File: src/rtl/fp_round_unit_pkg.sv
// Shared binary32 types and constants for the FP rounding unit.
package fp_round_unit_pkg;

  typedef struct packed {
    logic        sign;
    logic [7:0]  exp;
    logic [22:0] mant;
  } float_t;

  typedef enum logic [2:0] {
    RM_RNE = 3'b000,
    RM_RTZ = 3'b001,
    RM_RDN = 3'b010,
    RM_RUP = 3'b011,
    RM_RMM = 3'b100
  } rnd_mode_e;

  typedef struct packed {
    logic nv;
    logic dz;
    logic of;
    logic uf;
    logic nx;
  } fflags_t;

  typedef enum logic [1:0] {
    FU_FREE = 2'b00,
    FU_BUSY = 2'b01
  } fu_state_e;

  localparam logic [31:0] CANONICAL_NAN = 32'h7FC0_0000;
  localparam logic [30:0] MAX_FINITE    = 31'h7F7F_FFFF;
  localparam logic [30:0] INF_MAG       = 31'h7F80_0000;

endpackage

File: src/rtl/fp_round_incr.sv
// Increment decision from sign, mantissa LSB, GRS and rounding mode.
// Purely combinational; no backpressure.
module fp_round_incr
  import fp_round_unit_pkg::*;
(
  input  logic       sign,
  input  logic       lsb,
  input  logic [2:0] grs,
  input  logic [2:0] rnd_mode,
  output logic       inc,
  output logic       nx
);

  logic g, r, s;

  assign {g, r, s} = grs;
  assign nx        = g | r | s;

  always_comb begin
    inc = 1'b0;
    case (rnd_mode)
      RM_RNE:  inc = g & (r | s | lsb);
      RM_RTZ:  inc = 1'b0;
      RM_RDN:  inc = sign & nx;
      RM_RUP:  inc = ~sign & nx;
      RM_RMM:  inc = g;
      default: inc = 1'b0;
    endcase
  end

endmodule

File: src/rtl/fp_round_unit.sv
// Rounds a pre-round binary32 + GRS to IEEE-754 and forms fflags; FP_ROUND_FFLAGS_ACC_EN adds a sticky flag accumulator.
// Latency 2 cycles accept->valid_o, 1 result/cycle.
// Backpressure: ready_i=0 holds the output and stalls S1 once both stages are full; clk_en_i=0 freezes everything.
module fp_round_unit
  import fp_round_unit_pkg::*;
(
  input  logic        clk_i,
  input  logic        rst_n_i,
  input  logic        clk_en_i,
  input  logic        valid_i,
  output logic        ready_o,
  input  logic [31:0] unrounded_i,
  input  logic [2:0]  grs_i,
  input  logic        overflow_i,
  input  logic        underflow_i,
  input  logic        invalid_op_i,
  input  logic [2:0]  rnd_mode_i,
  output logic [31:0] result_o,
  output logic [4:0]  fflags_o,
  output logic        valid_o,
  input  logic        ready_i,
  output logic [1:0]  fu_state_o
`ifdef FP_ROUND_FFLAGS_ACC_EN
  ,
  input  logic        fflags_clr_i,
  output logic [4:0]  fflags_acc_o
`endif
);

  logic       s1_v, s2_v, s2_take;
  float_t     s1_op;
  logic       s1_inc, s1_nx, s1_g, s1_ovf, s1_unf, s1_inv;
  logic [2:0] s1_mode;
  logic       inc, nx;

  assign ready_o    = clk_en_i & (~s1_v | ~s2_v | ready_i);
  assign s2_take    = clk_en_i & (~s2_v | ready_i);
  assign valid_o    = s2_v;
  assign fu_state_o = (s1_v | s2_v) ? FU_BUSY : FU_FREE;

  fp_round_incr u_incr (
    .sign     (unrounded_i[31]),
    .lsb      (unrounded_i[0]),
    .grs      (grs_i),
    .rnd_mode (rnd_mode_i),
    .inc      (inc),
    .nx       (nx)
  );

  always_ff @(posedge clk_i or negedge rst_n_i) begin
    if (!rst_n_i) begin
      s1_v    <= 1'b0;
      s1_op   <= '0;
      s1_inc  <= 1'b0;
      s1_nx   <= 1'b0;
      s1_g    <= 1'b0;
      s1_ovf  <= 1'b0;
      s1_unf  <= 1'b0;
      s1_inv  <= 1'b0;
      s1_mode <= 3'b000;
    end else if (ready_o) begin
      s1_v <= valid_i;
      if (valid_i) begin
        s1_op   <= unrounded_i;
        s1_inc  <= inc;
        s1_nx   <= nx;
        s1_g    <= grs_i[2];
        s1_ovf  <= overflow_i;
        s1_unf  <= underflow_i;
        s1_inv  <= invalid_op_i | (rnd_mode_i > 3'd4);
        s1_mode <= rnd_mode_i;
      end
    end
  end

  logic [30:0] sum;
  logic        rnd_ovf, to_inf;
  logic [31:0] nxt_res;
  fflags_t     nxt_flags;

  // Overflow is judged on the nearest-rounded magnitude: a value at least half an
  // ulp above MAX_FINITE flags OF even in modes that truncate back to MAX_FINITE.
  assign sum     = {s1_op.exp, s1_op.mant} + {30'b0, s1_inc};
  assign rnd_ovf = (sum[30:23] == 8'hFF) | (({s1_op.exp, s1_op.mant} == MAX_FINITE) & s1_g);
  assign to_inf  = (s1_mode == RM_RNE) | (s1_mode == RM_RMM) |
                   ((s1_mode == RM_RUP) & ~s1_op.sign) | ((s1_mode == RM_RDN) & s1_op.sign);

  always_comb begin
    nxt_res   = '0;
    nxt_flags = '0;
    if (s1_inv) begin
      nxt_res      = CANONICAL_NAN;
      nxt_flags.nv = 1'b1;
    end else if (s1_op.exp == 8'hFF) begin
      nxt_res = (s1_op.mant != 23'd0) ? CANONICAL_NAN : s1_op;
    end else if (s1_ovf | rnd_ovf) begin
      nxt_res      = {s1_op.sign, to_inf ? INF_MAG : MAX_FINITE};
      nxt_flags.of = 1'b1;
      nxt_flags.nx = 1'b1;
    end else if (s1_unf) begin
      nxt_res      = {s1_op.sign, 31'b0};
      nxt_flags.uf = 1'b1;
      nxt_flags.nx = 1'b1;
    end else begin
      nxt_res      = {s1_op.sign, sum};
      nxt_flags.nx = s1_nx;
    end
  end

  always_ff @(posedge clk_i or negedge rst_n_i) begin
    if (!rst_n_i) begin
      s2_v     <= 1'b0;
      result_o <= '0;
      fflags_o <= '0;
    end else if (s2_take) begin
      s2_v <= s1_v;
      if (s1_v) begin
        result_o <= nxt_res;
        fflags_o <= nxt_flags;
      end
    end
  end

`ifdef FP_ROUND_FFLAGS_ACC_EN
  // A clear coinciding with a handshake restarts the accumulator from the new flags.
  always_ff @(posedge clk_i or negedge rst_n_i) begin
    if (!rst_n_i) begin
      fflags_acc_o <= '0;
    end else if (clk_en_i) begin
      if (valid_o & ready_i) begin
        fflags_acc_o <= fflags_clr_i ? fflags_o : (fflags_acc_o | fflags_o);
      end else if (fflags_clr_i) begin
        fflags_acc_o <= '0;
      end
    end
  end
`endif

endmodule
File: config.mk
export PLATFORM = sky130hd
export DESIGN_NAME = fp_round_unit
export DESIGN_NICKNAME = d
export VERILOG_FILES = /design/src/rtl/fp_round_unit_pkg.sv /design/src/rtl/fp_round_incr.sv /design/src/rtl/fp_round_unit.sv
export SDC_FILE = /design/constraint.sdc
export NUM_CORES = 1
export LEC_CHECK = 0
export BUFFER_PORTS_ARGS = -buffer_cell sky130_fd_sc_hd__clkbuf_2
export CORE_UTILIZATION = 40
export CTS_BUF_LIST = sky130_fd_sc_hd__clkbuf_2 sky130_fd_sc_hd__clkbuf_4 sky130_fd_sc_hd__clkbuf_8
export CTS_CLUSTER_DIAMETER = 150
export DETAILED_ROUTE_END_ITERATION = 12
export SLEW_MARGIN = 20
export SYNTH_ARGS = -nofsm -noshare
export SYNTH_HDL_FRONTEND = slang
export SYNTH_HIERARCHICAL = 1
export SYNTH_SLANG_ARGS = --single-unit
export TNS_END_PERCENT = 10
File: constraint.sdc
create_clock -name clk_i -period 3 [get_ports clk_i]
set_input_delay 0.15 -clock clk_i [delete_from_list [all_inputs] [get_ports clk_i]]
set_output_delay 0.15 -clock clk_i [all_outputs]
set_load 0.005 [all_outputs]
Word level (Yosys, flattened, before mapping)
Cells that the tools add are included.

Add/sub/neg operators: 1. $lt $le $gt $ge: 1. Equal/unequal tests: 9. Muxes and demuxes: 16. Bitwise operators: 26. Reduce and logical (&&, ||, !) cells: 5.

Operators by type and width (number): $mux 32 (3); $mux 31 (2); $add 31x1->31 (1); $eq 31x31->1 const B (1); $mux 24 (1); $reduce_bool 23->1 (1); $eq 8x8->1 const B (2); $or 1x1->1 (14); $eq 3x2->1 const B (4); $and 1x1->1 (8); $mux 1 (7); $eq 3x3->1 const B (2); $logic_not 3->1 (2); $mux 3 (2); $not 1->1 (4); $pmux 1 s4 (1); $reduce_and 2->1 (2); $gt 3x3->1 const B (1).

Bits in registers: 79. Bits of input ports: 46.

Depth between registers and ports, before layout
Gate-level depths: netlist (run 1).

Depth in word-level cells: 8. Mapped depth: 11.

Hierarchy
The synthesis (run 1) kept the hierarchy.

Modules (own cells, without submodules): fp_round_unit (instances 1, cells each 356, area each 3920.0 um^2, sequential area each 1976.9 um^2); fp_round_incr (instances 1, cells each 7, area each 56.3 um^2, sequential area each 0.0 um^2).

Worst setup path before layout (run 1)
No wires, ideal clock.

Kind: register to register. From: register s1_op[0] (netlist name). To: register result_o[0]. Library setup time: 0.121 ns. Arrival time: 2.335 ns. Slack: 0.544 ns. Cell stages (with the launch flop): 11. Path through: dfrtp_1 -> ha_1 -> ha_1 -> nand3_1 -> nor3_2 -> nand4_1 -> xor2_1 -> o41a_1 -> o21a_1 -> buf_6 -> a22o_1.

Cells in the longest elaborated chain, start to end: 7.

RTL lines: start, declared (line fp_round_unit.sv:31) `float_t s1_op;`; start signal, assigned (line fp_round_unit.sv:64) `s1_op <= unrounded_i;`; $add 31x1->31 / $eq 31x31->1 (equally long branches) (line fp_round_unit.sv:83, fp_round_unit.sv:84); $eq 8x8->1 / $and 1x1->1 (equally long branches) (line fp_round_unit.sv:84) `assign rnd_ovf = (sum[30:23] == 8'hFF) | (({s1_op.exp, s1_op.mant} == MAX_FINITE) & s1_g);`; $or 1x1->1 (line fp_round_unit.sv:84); $or 1x1->1 (line fp_round_unit.sv:96) `end else if (s1_ovf | rnd_ovf) begin`; $mux 31 (line fp_round_unit.sv:96); $mux 32 * (line fp_round_unit.sv:94) `end else if (s1_op.exp == 8'hFF) begin`; $mux 32 * (line fp_round_unit.sv:91) `if (s1_inv) begin`; end signal, assigned (line fp_round_unit.sv:118) `result_o <= nxt_res;`; end, declared (line fp_round_unit.sv:18) `output logic [31:0] result_o,`.

Mark *: on every way between the ends. The rest lies on a longest branch, timed or not. A chain may end at the register's enable or synchronous reset.

Worst setup path after layout (run 1)
From: register s1_op[0] (netlist name). To: register result_o[6].

Same word-level chain as after synthesis.

==> results of run 1 <==
## logic make-up (layout without fill, tap and decap cells)
group / after synthesis / count (layout)
other: 1 / 2
adders and majority gates: 2 / 2
AOI/OAI and AO/OA: 74 / 74
and+or+nand+nor: 102 / 102
muxes: 41 / 41
xor gates and xnor gates: 29 / 29
buffers and inverters: 35 / 119
DFF: 79 / 79
## repair_timing
item                       CTS  global route
hold buffers                 1             0
gates resized for setup      0             1
hold endpoints to repair     8             0
setup buffers                0             0
setup endpoints to repair    0            22
## through the flow
| stage | cells | total power (W) | utilization [%] | hold WS, ns | area [µm²] |
|---|---|---|---|---|---|
| after floorplan | 364 | 0.002100 | - | -0.1456 | 3980 |
| after global placement | 564 | 0.002483 | 46.52 | 0.3672 | 4506 |
| after detailed placement | 564 | 0.002510 | 46.52 | 0.3726 | 4506 |
| after CTS | 581 | 0.003457 | 49.16 | 0.02278 | 4761 |
| after global routing | 581 | 0.003647 | 49.17 | 0.01489 | 4762 |
| final | 581 | 0.003423 | 49.17 | 0.03290 | 4762 |
## final timing paths
kind,cells after the start,end,slack [ns]
worst max-delay path,9,result_o[6],0.31
worst min-delay path,2,s1_op[17],0.03
worst max register to register,9,result_o[6],0.31
worst min register to register,2,fflags_o[4],0.49
max in group asynchronous,2,s1_op[4],1.88
min in group asynchronous,2,valid_o,0.50
## layer usage
metal	up-vias	wire length, µm	share of wire, %	GRT usage (%)
met3	16	489	5.4	5.176
li1	1487	-	-	-
met2	85	3954	44	27.65
met5	-	0	0	0
met1	1439	4433	49	27.74
met4	0	183	2.0	7.135
## flip-flops by register name, summed over array words and instances (netlist names)
name / cells
valid_o: 1
s1_ovf: 1
s1_inv: 1
result_o: 32
s1_inc: 1
s1_v: 1
s1_mode: 3
s1_unf: 1
s1_g: 1
s1_nx: 1
s1_op: 32
fflags_o: 4
## cells in the final DEF (no fill, tap or decap), types with 9 or more instances in the layout
| master | instances |
|---|---|
| xnor2_1 | 11 |
| clkbuf_2 | 83 |
| o21ai_1 | 25 |
| dfrtp_1 | 79 |
| mux2_2 | 40 |
| nor2_1 | 20 |
| buf_4 | 9 |
| nand2_1 | 19 |
| xor2_1 | 18 |
| nor4_1 | 10 |
| nand4_1 | 12 |
| inv_1 | 10 |
| clkbuf_8 | 10 |
| nand3_1 | 15 |
| a22o_1 | 25 |
## area by class of cell
| cell class | count | area share [%] |
|---|---|---|
| clock buffers | 10 | 2.890 |
| clock inverters | 6 | 2.260 |
| inverters | 10 | 0.7882 |
| multi-input cells | 250 | 38.70 |
| flip-flops and latches | 79 | 41.51 |
| well taps | 133 | 3.494 |
| repair buffers | 93 | 10.35 |
## report_power, final
group	switching, W	internal, W	leakage [nW]
clock network	0.000375	0.000572	0.122
logic	0.000402	0.000468	1.04
registers	0.000267	0.00134	0.945
## worst register-to-register path: stages, from the launching register on
cell and delay [ns]:
dfrtp_1 0.39, ha_1 0.20, ha_1 0.21, nand3_1 0.12, nor3_2 0.26, nand4_1 0.14, xor2_1 0.18, o41a_1 0.45
o21a_2 0.38, a22o_1 0.25
==> impl_metrics.csv, run 1 <==
group,metric,value,unit
detailed_routing,via_per_inst,5.210,
yosys,ys_seq_area_share,49.72,%
global_routing,grt_max_degree,80,
clocking,cts_made_buffers,9,
yosys,yosys_register_bits,79,
global_routing,grt_pass1_vias,3007,
run,cap_violations,0,
layout,areaGrowthSynthToFinish,19.76,%
yosys,syn_inst,363,
global_routing,grt_use_total,19.26,%
sta,layout_setup_ws,0.3119,ns
die,rows,36,
yosys,yosysUniqueCellTypes,45,
setup_path,r2r-start,"s1_op[0]",
yosys,synth_top_area_share,49.72,%
status,status,"finished, violations left",
clocking,clk_latency,0.35,ns
setup_path,crit_fanout,23,
setup_path,path_buf_inv,0,
sta,slew-limit-headroom,35.74,%
sta,rsz0062_at_grt,"false",
layout,diodes,0,
yosys,synth_edf_count,0,
setup_path,startpoint,"s1_op[0]",
power,ir_drop,0.2838,mV
power,cellLeakagePower,2.111,nW
yosys,yosysMostFrequentCell,"dfrtp_1",
yosys,synth_area_leader_cell,"dfrtp_1",
sta,setup_tns,0,ns
setup_path,crit_chain,"ha_1 > ha_1 > nand3_1 > nor3_2 > nand4_1 > xor2_1 > o41a_1 > o21a_2 > a22o_1",
detailed_routing,num_vias,3027,
global_routing,grt_first_pass_wirelength,15.06,mm
setup_path,cpPeakStageDelay,0.44,ns
setup_path,arrival,2.93,ns
layout,layout-drive-gt1-share,34.60,%
clocking,cts_root_buffer,"clkbuf_8",
sta,fin_worst_skew,0.008166,ns
power,powerDensity,718.7,mW/mm²
layout,nNetsFinal,491,
die,core,0.009684,mm²
sta,report.final.slew_viol_count,0,
setup_path,critPathLaunchType,"flip-flop",
setup_path,path_common_cell,"ha_1",
global_routing,grt-ovfl-total,0,
sta,hold_viol,0,
yosys,yosys_warnings,6,
die,dieWidth,101.7,µm
yosys,synth_xor_area_share,6.388,%
die,die_h,101.7,µm
yosys,yosys.area_share.adder,0.6293,%
sta,tightest_slew,0.9639,ns
placed_design,preCtsSetupSlack,0.1195,ns
yosys,yosys-top-cells-count,"79 x dfrtp_1, 40 x mux2_2, 25 x a22o_1, 25 x o21ai_1, 20 x nor2_1",
detailed_routing,routed_wirelength,9.060,mm
yosys,synth_top_family_by_area,"simple AND/OR/NAND/NOR gates",
layout,fill_cells,925,
min_path,hold_class,"input port to flip-flop",
yosys,synth_area_leaders,"dfrtp_1 50%, mux2_2 11%, a22o_1 5.5%",
placed_design,hpwlAfterDp,6.842,mm
clocking,clockBufferDepth,2,
die,initial_core_util,41.06,%
clocking,clkTransAtPathRegs,0.08,ns
die,dieArea,0.01034,mm²
detailed_routing,drc,1,
setup_path,worstSetupPathType,"flip-flop to flip-flop",
sta,min_period,2.688,ns
die,io-pin-count,87,
sta,finalSetupViolCount,0,
yosys,synth_compound_area_share,13.50,%
detailed_routing,first_pass_iters,8,
clocking,cts_tree,"yes",
status,violations,"DRC",
yosys,yosys.area_share.simple,14.03,%
clocking,cts_sinks,79,
yosys,synth_mux_area_share,11.58,%
yosys,synth-main-ff-cell,"dfrtp_1",
min_path,hp-start,"unrounded_i[17]",
sta,fmax,0.3720,GHz
detailed_routing,wire_per_inst,15.59,µm
layout,multi_input_area,0.001843,mm²
setup_path,worstSetupEndpointType,"flip-flop",
placed_design,gp_congestion,0.9301,
yosys,syn_area,0.003976,mm²
setup_path,critPathSlowestCell,"o41a_1",
setup_path,required,3.24,ns
yosys,avgSynthCellArea,10.95,µm²
clocking,htreeDepth,3,
yosys,async_flop_share,100.0,%
layout,seqCellArea,0.001977,mm²
sta,fin_crit_sh,89.60,%
global_routing,antenna_found_initial,0,
detailed_routing,dr.first_iter.drc_count,142,
placed_design,portBuffers,84,
setup_path,critical-path-top-delay-family,"compound AO/OA/AOI/OAI gates",
detailed_routing,ant_nets,0,
Note: power is estimated with default switching activity, not from simulation.
==> run 2: changes to the inputs <==
- GPL_ROUTABILITY_DRIVEN: default -> 1
- GPL_TIMING_DRIVEN: default -> 0
- SYNTH_HIERARCHICAL: 1 -> default
==> run 2 against run 1 <==
  * The flow now finishes without violations
  * Maximum frequency decreased by 8.4%
  * Non-clock buffer count increased by 28
  * Largest power group unchanged
  * Critical path type unchanged
  * Final area increased by 8.0%
==> impl_metrics.csv, run 2 <==
group,metric,value,unit
sta,layout_setup_ws,0.06463,ns
sta,finalSetupViolCount,0,
yosys,yosysMostFrequentCell,"dfrtp_1",
layout,final_cell_mix,"83 x clkbuf_2, 74 x dfrtp_1, 49 x nand2_1",
status,status,"finished, final reports clean",
global_routing,grt-ovfl-total,0,
detailed_routing,wire_per_inst,16.01,µm
die,dieArea,0.01077,mm²
detailed_routing,drc,0,
detailed_routing,met1Wirelength,4.905,mm
setup_path,worstSetupEndpointType,"flip-flop",
layout,areaGrowthSynthToFinish,24.16,%
yosys,synth-main-ff-cell,"dfrtp_1",
setup_path,r2r_slack,0.06,ns
yosys,avgSynthCellArea,10.57,µm²
die,rows,36,
yosys,synth_top_area_share,47.72,%
clocking,cts_made_buffers,9,
sta,report.final.slew_viol_count,0,
die,io-pin-count,87,
power,ir_drop,0.2306,mV
die,initial_core_util,41.81,%
global_routing,antenna_found_initial,0,
layout,fin_util,51.91,%
run,cap_violations,0,
yosys,yosys-top-cells-count,"79 x dfrtp_1, 49 x nand2_1, 37 x mux2_2",
setup_path,startpoint,"s1_op[3]",
layout,final_cell_area,0.005144,mm²
placed_design,preCtsSetupSlack,-0.4079,ns
sta,fin_crit_sh,97.85,%
sta,tightest_slew,0.7706,ns
clocking,clockBufferDepth,2,
sta,hold_viol,0,
layout,layout_commonest_cell,"clkbuf_2",
yosys,yosysUniqueCellTypes,49,
layout,nNetsFinal,548,
global_routing,grt_max_degree,42,
yosys,synth_area_leader_cell,"dfrtp_1",
layout,multi_input_area,0.002086,mm²
setup_path,r2r_cells,9,
setup_path,required,3.28,ns
placed_design,gp_congestion,0.8782,
layout,layout-drive-gt1-share,39.01,%
yosys,yosys_warnings,0,
sta,fmax,0.3407,GHz
setup_path,critPathLaunchType,"flip-flop",
yosys,synth_edf_count,0,
clocking,clk_latency,0.36,ns
setup_path,r2r-start,"s1_op[3]",
placed_design,portBuffers,84,
clocking,clkTransAtPathRegs,0.08,ns
yosys,yosys_register_bits,79,
layout,diodes,0,
setup_path,crit_end,"result_o[10]",
setup_path,timing.rr.end,"result_o[10]",
global_routing,grt_first_pass_wirelength,17.10,mm
power,powerDensity,666.0,mW/mm²
clocking,cts_root_buffer,"clkbuf_8",
setup_path,cpPeakStageDelay,0.56,ns
sta,slew-limit-headroom,48.15,%
layout,fill_cells,991,
clocking,htreeDepth,3,
setup_path,worstSetupPathType,"flip-flop to flip-flop",
global_routing,grt_pass1_vias,3333,
detailed_routing,via_per_inst,5.204,
die,die_h,103.8,µm
layout,seqCellArea,0.001983,mm²
setup_path,critPathSlowestCell,"or4_4",
die,dieWidth,103.8,µm
clocking,cts_tree,"yes",
clocking,cts_sinks,79,
setup_path,arrival,3.21,ns
detailed_routing,wl_met2,4.632,mm
sta,min_period,2.935,ns
setup_path,crit_fanout,10,
placed_design,hpwlAfterDp,7.697,mm
yosys,async_flop_share,100.0,%
layout,reg.largest.list,"result_o (32), s1_op (32), fflags_o (4)",
yosys,synth_area_leaders,"dfrtp_1 48%, mux2_2 10%, o211ai_2 6.0%",
detailed_routing,num_vias,3320,
detailed_routing,routed_wirelength,10.21,mm
yosys,syn_area,0.004143,mm²
min_path,hold_class,"input port to flip-flop",
detailed_routing,ant_nets,0,
global_routing,grt_use_total,20.22,%
detailed_routing,dr.max_layer_used,"met4",
yosys,ys_seq_area_share,47.72,%
die,core,0.009910,mm²
detailed_routing,first_pass_iters,4,
setup_path,crit_chain,"nand4_1 > buf_4 > or4_4 > o31a_1 > o22ai_2 > o31ai_4 > or3_4 > buf_6 > o211ai_2",
detailed_routing,dr.first_iter.drc_count,173,
power,cellLeakagePower,2.263,nW
detailed_routing,wl_met3,508,µm
placed_design,place_area,0.004756,mm²
yosys,syn_inst,392,
sta,fin_worst_skew,0.009785,ns
==> run 2: kinds of logic after synthesis <==
kind of cell | Yosys count | share of synthesized area (%)
XOR/XNOR | 27 | 5.708
other | 1 | 0.09052
AO/OA/AOI/OAI | 61 | 13.35
flip-flops | 79 | 47.72
adder cells (fa/ha/maj) | 2 | 0.6040
multiplexers | 37 | 10.06
AND/OR/NAND/NOR | 153 | 18.79
buffers and inverters | 32 | 3.685
==> run 2: what timing repair did <==
item	in CTS	in global routing
setup buffers	0	12
gates cloned	0	0
hold buffers	1	0
resized for setup	4	14
setup endpoints to repair	33	23
endpoints found under the hold margin	38	0
pin swaps	1	4
==> run 2: area by class of cell <==
type                            instances  share of cell area, %
Clock inverter                          3                 0.7784
Buffer                                 23                  2.457
Multi-Input combinational cell        282                  40.55
Sequential cell                        79                  38.56
Clock buffer                           13                  3.357
Inverter                                7                 0.5108
Tap cell                              133                  3.235
Timing Repair Buffer                   98                  10.56
==> run 2: worst min path at each step <==
stage / start / to / slack, ns / depth (start not counted)
after floorplan: rst_n_i / fflags_o[0] / -0.15 / 0
after global placement: unrounded_i[28] / s1_op[28] / 0.38 / 2
after detailed placement: rst_n_i / s1_op[4] / 0.20 / 1
after CTS: unrounded_i[28] / s1_op[28] / 0.002 / 2
after global routing: unrounded_i[7] / s1_op[7] / 0.008 / 2
final: unrounded_i[13] / s1_op[13] / 0.02 / 2
==> run 2: per-stage QoR <==
stage          total power (W)  cells  setup TNS [ns]  hold slack, ns
6_report              0.003426    638               0         0.01673
5_1_grt               0.003645    638         -0.1397        0.008046
4_1_cts               0.003406    627               0        0.002498
3_5_place_dp          0.002552    611          -10.25          0.1999
3_3_place_gp          0.002517    610          -9.189          0.3826
2_1_floorplan         0.002133    393               0         -0.1456
==> run 2: power by group <==
| group | switching (W) | internal, W |
|---|---|---|
| logic | 0.000473 | 0.000512 |
| registers | 0.000251 | 0.00135 |
| clock network | 0.000383 | 0.000460 |
| total | 0.00111 | 0.00232 |
==> run 2: metal layers <==
metal	global-route usage (%)	up-vias
li1	-	1636
met4	7.245	0
met1	28.14	1592
met2	30.78	82
met5	0	-
met3	4.783	10
==> run 2: worst max-delay path: cells and delay by family (launching register included) <==
kind | cells | cell delay, ns
and+or+nand+nor | 3 | 1.20
AOI/OAI and AO/OA | 4 | 0.82
DFF | 1 | 0.48
buffers and inverters | 2 | 0.35
